### src/rtl/alu_logic_pkg.sv
// -----------------------------------------------------------------------------
// alu_logic_pkg
// Shared definitions for the logic/shift unit and every block that issues
// operations to it.
//   alu_logic_op_t : 3-bit operation select encoding
//   ALU_LOGIC_OPS  : number of distinct operation encodings
// -----------------------------------------------------------------------------
package alu_logic_pkg;

    typedef enum logic [2:0] {
        OP_AND  = 3'b000,
        OP_OR   = 3'b001,
        OP_XOR  = 3'b010,
        OP_NOT  = 3'b011,
        OP_LSL  = 3'b100,
        OP_LSR  = 3'b101,
        OP_ASR  = 3'b110,
        OP_ZERO = 3'b111
    } alu_logic_op_t;

    localparam int ALU_LOGIC_OPS = 8;

    // Shift operations only look at the low bits of B as the shift amount.
    function automatic logic is_shift_op(input logic [2:0] op);
        return (op == OP_LSL) || (op == OP_LSR) || (op == OP_ASR);
    endfunction

endpackage

### src/rtl/alu_logic_arbiter_unit.sv
// -----------------------------------------------------------------------------
// ALULogicModule
// Purely combinational logic/shift unit.
//   a, b : operands (bits wide)
//   op   : operation select (alu_logic_op_t encoding)
//   y    : result (bits wide)
// Shift amounts use the low $clog2(bits) bits of b, so a shift never exceeds
// the operand width.
// -----------------------------------------------------------------------------
module ALULogicModule
    import alu_logic_pkg::*;
#(
    parameter int bits = 32
) (
    input  logic [bits-1:0] a,
    input  logic [bits-1:0] b,
    input  logic [2:0]      op,
    output logic [bits-1:0] y
);

    localparam int SHIFT_W = (bits > 1) ? $clog2(bits) : 1;

    logic [SHIFT_W-1:0] shamt;

    assign shamt = b[SHIFT_W-1:0];

    // Decode the operation and produce the result.
    always_comb begin
        y = '0;
        case (alu_logic_op_t'(op))
            OP_AND:  y = a & b;
            OP_OR:   y = a | b;
            OP_XOR:  y = a ^ b;
            OP_NOT:  y = ~a;
            OP_LSL:  y = a << shamt;
            OP_LSR:  y = a >> shamt;
            OP_ASR:  y = $unsigned($signed(a) >>> shamt);
            OP_ZERO: y = '0;
            default: y = '0;
        endcase
    end

endmodule

### src/rtl/alu_logic_arbiter.sv
// -----------------------------------------------------------------------------
// alu_logic_arbiter
// Shares one ALULogicModule between two requesters using round-robin
// arbitration and captures each accepted result in a single-entry output
// register tagged with the requester ID.
//   clk, rst                       : clock, synchronous active-high reset
//   req0_valid/ready/a/b/op        : requester 0 handshake and payload
//   req1_valid/ready/a/b/op        : requester 1 handshake and payload
//   res_valid/ready                : result handshake (backpressured)
//   res_y                          : registered result
//   res_id                         : requester that produced res_y
// -----------------------------------------------------------------------------
module alu_logic_arbiter
    import alu_logic_pkg::*;
#(
    parameter int bits = 32
) (
    input  logic            clk,
    input  logic            rst,
    input  logic            req0_valid,
    output logic            req0_ready,
    input  logic [bits-1:0] req0_a,
    input  logic [bits-1:0] req0_b,
    input  logic [2:0]      req0_op,
    input  logic            req1_valid,
    output logic            req1_ready,
    input  logic [bits-1:0] req1_a,
    input  logic [bits-1:0] req1_b,
    input  logic [2:0]      req1_op,
    output logic            res_valid,
    input  logic            res_ready,
    output logic [bits-1:0] res_y,
    output logic            res_id
);

    logic            res_valid_q, res_valid_d;
    logic [bits-1:0] res_y_q, res_y_d;
    logic            res_id_q, res_id_d;
    logic            last_q, last_d;

    logic            grant0, grant1;
    logic            can_accept;
    logic            accept;
    logic [bits-1:0] unit_a, unit_b, unit_y;
    logic [2:0]      unit_op;

    // Round-robin grant: a lone requester always wins; under contention the
    // port that was not served last wins. Ready is held low during reset so no
    // requester believes it was accepted by a cycle that gets discarded.
    always_comb begin
        grant0     = req0_valid && (!req1_valid || last_q);
        grant1     = req1_valid && (!req0_valid || !last_q);
        can_accept = !res_valid_q || res_ready;
        req0_ready = grant0 && can_accept && !rst;
        req1_ready = grant1 && can_accept && !rst;
        accept     = req0_ready || req1_ready;
    end

    // The operand mux follows the grant so the unit always sees the payload
    // of the port that may be accepted this cycle.
    always_comb begin
        unit_a  = grant1 ? req1_a  : req0_a;
        unit_b  = grant1 ? req1_b  : req0_b;
        unit_op = grant1 ? req1_op : req0_op;
    end

    ALULogicModule #(
        .bits (bits)
    ) u_logic (
        .a  (unit_a),
        .b  (unit_b),
        .op (unit_op),
        .y  (unit_y)
    );

    // Output register update. An accept always wins over a plain drain, which
    // gives back-to-back results with no bubble. A drain alone only clears the
    // valid flag; the stale data and ID stay put, and the round-robin pointer
    // only moves when something is accepted.
    always_comb begin
        res_valid_d = res_valid_q;
        res_y_d     = res_y_q;
        res_id_d    = res_id_q;
        last_d      = last_q;
        if (accept) begin
            res_valid_d = 1'b1;
            res_y_d     = unit_y;
            res_id_d    = grant1;
            last_d      = grant1;
        end else if (res_valid_q && res_ready) begin
            res_valid_d = 1'b0;
        end
    end

    // State registers. Reset points 'last' at port 1 so port 0 wins the
    // first contention after reset.
    always_ff @(posedge clk) begin
        if (rst) begin
            res_valid_q <= 1'b0;
            res_y_q     <= '0;
            res_id_q    <= 1'b0;
            last_q      <= 1'b1;
        end else begin
            res_valid_q <= res_valid_d;
            res_y_q     <= res_y_d;
            res_id_q    <= res_id_d;
            last_q      <= last_d;
        end
    end

    assign res_valid = res_valid_q;
    assign res_y     = res_y_q;
    assign res_id    = res_id_q;

endmodule

### config.mk
export PLATFORM = sky130hd
export DESIGN_NAME = alu_logic_arbiter
export DESIGN_NICKNAME = d
export VERILOG_FILES = /design/src/rtl/alu_logic_pkg.sv /design/src/rtl/alu_logic_arbiter_unit.sv /design/src/rtl/alu_logic_arbiter.sv
export SDC_FILE = /design/constraint.sdc
export NUM_CORES = 1
export LEC_CHECK = 0
export ABC_CLOCK_PERIOD_IN_PS = 3900
export CAP_MARGIN = 20
export CORE_AREA = 2 2 154 156
export DETAILED_ROUTE_END_ITERATION = 7
export DIE_AREA = 0 0 156 158
export PLACE_DENSITY = 0.69
export SYNTH_ARGS = -nofsm -noshare
export SYNTH_HDL_FRONTEND = slang
export SYNTH_SLANG_ARGS = --single-unit
export TNS_END_PERCENT = 50
### constraint.sdc
create_clock -name clk -period 3.9 [get_ports clk]
set_clock_uncertainty 0.05 [all_clocks]
set_input_delay 0.78 -clock clk [delete_from_list [all_inputs] [get_ports clk]]
set_output_delay 0.78 -clock clk [all_outputs]
set_load 0.01 [all_outputs]
==> results by group <==
Status
  – Status: finished, final reports clean

STA
  – Fin crit share: between 90% and 100%
  – Tightest Pin Transition: 0.777 ns
  – Fmax: around 270 MHz
  – Max Slew Vio Count: 0
  – Final Hold Viols: 0
  – Setup violators final: 0
  – Min cycle time layout: 3.76 ns
  – Slew headroom: just under 50%
  – Unrepaired setup endpoints after global routing: no

Setup path
  – CP peak stage delay: 0.50 ns
  – Slowest CP cell: clkdlybuf4s50_1
  – Setup crit start kind: input pin
  – Crit end category: flop
  – Worst path arrival time: between 3 and 4 ns
  – Crit path kind: in2reg
  – CP Cell Sequence: clkdlybuf4s50_1 -> a21boi_4 -> buf_4 -> buf_12 -> mux2i_1 -> inv_1 -> ha_1 -> o221ai_1 -> o211ai_1 -> a2111oi_0 -> o31ai_1
  – CP required: 4.01 ns
  – Crit Path Max Fanout: 25

Global route
  – Largest net degree at the start of global routing: 38
  – Initial antenna violation count: 0
  – Global Route Usage Sum: 42.8%
  – Congestion Overflow GR: 0
  – Number of global-route vias before repair: around 12000
  – First-pass GRT wire length: approximately 78 mm

Placed design
  – Placed inst area: approximately 0.014 mm^2
  – Port bufs: around 170
  – Post-DP HPWL: ~43 mm
  – Placer Congestion: between 1 and 1.5

Synthesis
  – Synth Instances: ~1400
  – Top post-synthesis cells by area: mux2i_1 (15%), mux4_2 (9.5%), nand2_1 (8.3%)
  – #FFs+latches synth: 35
  – Yosys warning count: 0
  – Yosys top cell area share: roughly 15%
  – Post-synth EDFFs: 0
  – Post-synthesis sequential area ratio: approximately 6.9%
  – Post-Syn Nets: 1601
  – Avg Cell Area, Syn: 7.31 um^2
  – Mapped cell area: ~0.010 mm^2
  – Top FF cell, synth: dfxtp_1
  – Post-synth top area cell: mux2i_1
  – Distinct cells, synth: 76
  – Async set or reset register ratio after synthesis: 0%

Power
  – Total power draw: roughly 3300 uW
  – Peak supply drop: 156 uV
  – Leakage power: around 0.0062 uW
  – Pwr Density: ~230 mW/mm^2

Clock tree
  – PostCTS Resize Cnt: 0
  – H-tree Lvls: 2
  – TritonCTS buffer count: 5
  – CTS max path bufs: 2
  – Clock sink count: 35
  – Clock latency at the later pin of the worst-skew pair: approximately 0.30 ns
  – # hold bufs at CTS: 0
  – Clk root buf: clkbuf_16
  – Clk slew on worst S/H paths: about 0.070 ns
  – CTS tree: built
  – # Post-CTS Setup Buffers: 0

Floorplanning
  – Std cell rows: 56
  – Die area: 0.0246 mm^2
  – Starting Density: between 40% and 50%
  – Total core area: between 0.02 and 0.025 mm^2
  – Chip width: 156 um
  – Die Span Y: between 150 and 200 um
  – I/O pins: 175

Cells and area
  – ANT cells: 0
  – Area grow syn2layout: 37.3%
  – FILL cells: 2204
  – Design area: approximately 0.014 mm^2
  – Fin util: between 60% and 70%
  – Nets: 1923
  – Fraction of layout instances using a drive strength above 1: between 20% and 30%

Route
  – DR DRC count: 0
  – DR vias: about 13000
  – Drt total wl: about 54 mm
  – DR iter-0 viols: roughly 1900
  – Drt via density: around 6.5
  – Drt pass-1 iters: 6
  – Routed Antenna Nets: 0
  – WL per Instance: 26.7 um

Run
  – Maximum Capacitance Violations: 0

Worst hold path
  – Hold Crit Class: reg2reg
## logic make-up (layout without fill, tap and decap cells)
family | count (synthesis) | after routing | synth area share, %
mux | 253 | 253 | 31.4
buf+inv | 191 | 514 | 8.73
flops | 35 | 35 | 6.86
fa+ha+maj | 65 | 65 | 7.96
simple gates | 473 | 473 | 20.1
compound gates | 380 | 380 | 24.9
## final timing paths
path	startpoint	slack [ns]	cells after the start	end
setup / recovery	req0_valid	0.14	11	res_y[29]$_SDFFE_PP0P_
hold / removal	res_y[8]$_SDFFE_PP0P_	0.42	2	res_y[8]$_SDFFE_PP0P_
setup reg to reg	last_q$_SDFFE_PP1P_	0.77	10	res_y[25]$_SDFFE_PP0P_
hold reg to reg	res_y[8]$_SDFFE_PP0P_	0.42	2	res_y[8]$_SDFFE_PP0P_
## worst max-delay path, delay by kind of cell
family	cells	cell delay (ns)
compound gates	5	1.38
buf+inv	4	1.07
mux	1	0.33
fa+ha+maj	1	0.27
## registers in the layout, indices dropped and copies added (netlist names)
| name | flops |
|---|---|
| res_y | 32 |
| res_valid | 1 |
| last_q | 1 |
| res_id | 1 |
## synth_stat cells (10+ instances only)
master,instances
a211oi_1,26
a21oi_1,76
a31oi_1,25
buf_2,54
buf_4,15
clkbuf_1,37
dfxtp_1,35
ha_1,65
inv_1,67
mux2_2,47
mux2i_1,156
mux4_2,43
nand2_1,226
nand3_1,39
nand3b_1,11
nor2_1,110
nor2b_1,14
nor3_1,34
o211ai_1,24
o21ai_0,94
o221ai_1,25
o22ai_1,10
## metrics by stage
| stage | setup TNS (ns) | worst slack, ns | hold WS, ns | std cells |
|---|---|---|---|---|
| floorplan | 0 | 0.377 | 0.429 | 1397 |
| global placement | -0.204 | -0.0880 | 0.402 | 2002 |
| detailed placement | -0.462 | -0.120 | 0.409 | 2002 |
| CTS | 0 | 0.168 | 0.419 | 2010 |
| global route | 0 | 0.00661 | 0.439 | 2010 |
| finish | 0 | 0.136 | 0.417 | 2010 |
## power breakdown
group          internal (uW)  total (uW)  switching (uW)
logic                   1030        2350            1320
registers                401         434            32.9
clock network            303         496             194
## area by class of cell
cell class                      instances  area (um^2)  share of cell area [%]
Inverter                               71          272                    1.94
Multi-Input combinational cell       1171         8670                    61.9
Clock buffer                            5          125                   0.892
Sequential cell                        35          701                    5.00
Clock inverter                          3         43.8                   0.312
Tap cell                              290          363                    2.59
Timing Repair Buffer                  435         3840                    27.4
## per-layer routing
layer / vias to the layer above / track usage, % / wire [um]
met3: 154 / 6.21 / 4880
met1: 6279 / 56.4 / 21800
met2: 821 / 69.0 / 24100
li1: 5860 / - / -
met5: - / 0 / 0
met4: 0 / 20.1 / 2990
## cell usage in the layout (no fill, tap or decap), types with 39 or more instances in the layout
cell             instances
mux4_2                  43
ha_1                    65
a21oi_1                 75
clkdlybuf4s50_1        170
nor2_1                 110
mux2i_1                153
buf_4                  248
inv_1                   67
nand3_1                 39
nand2_1                226
mux2_2                  47
o21ai_0                 94
Note: power is estimated with default switching activity, not from simulation.
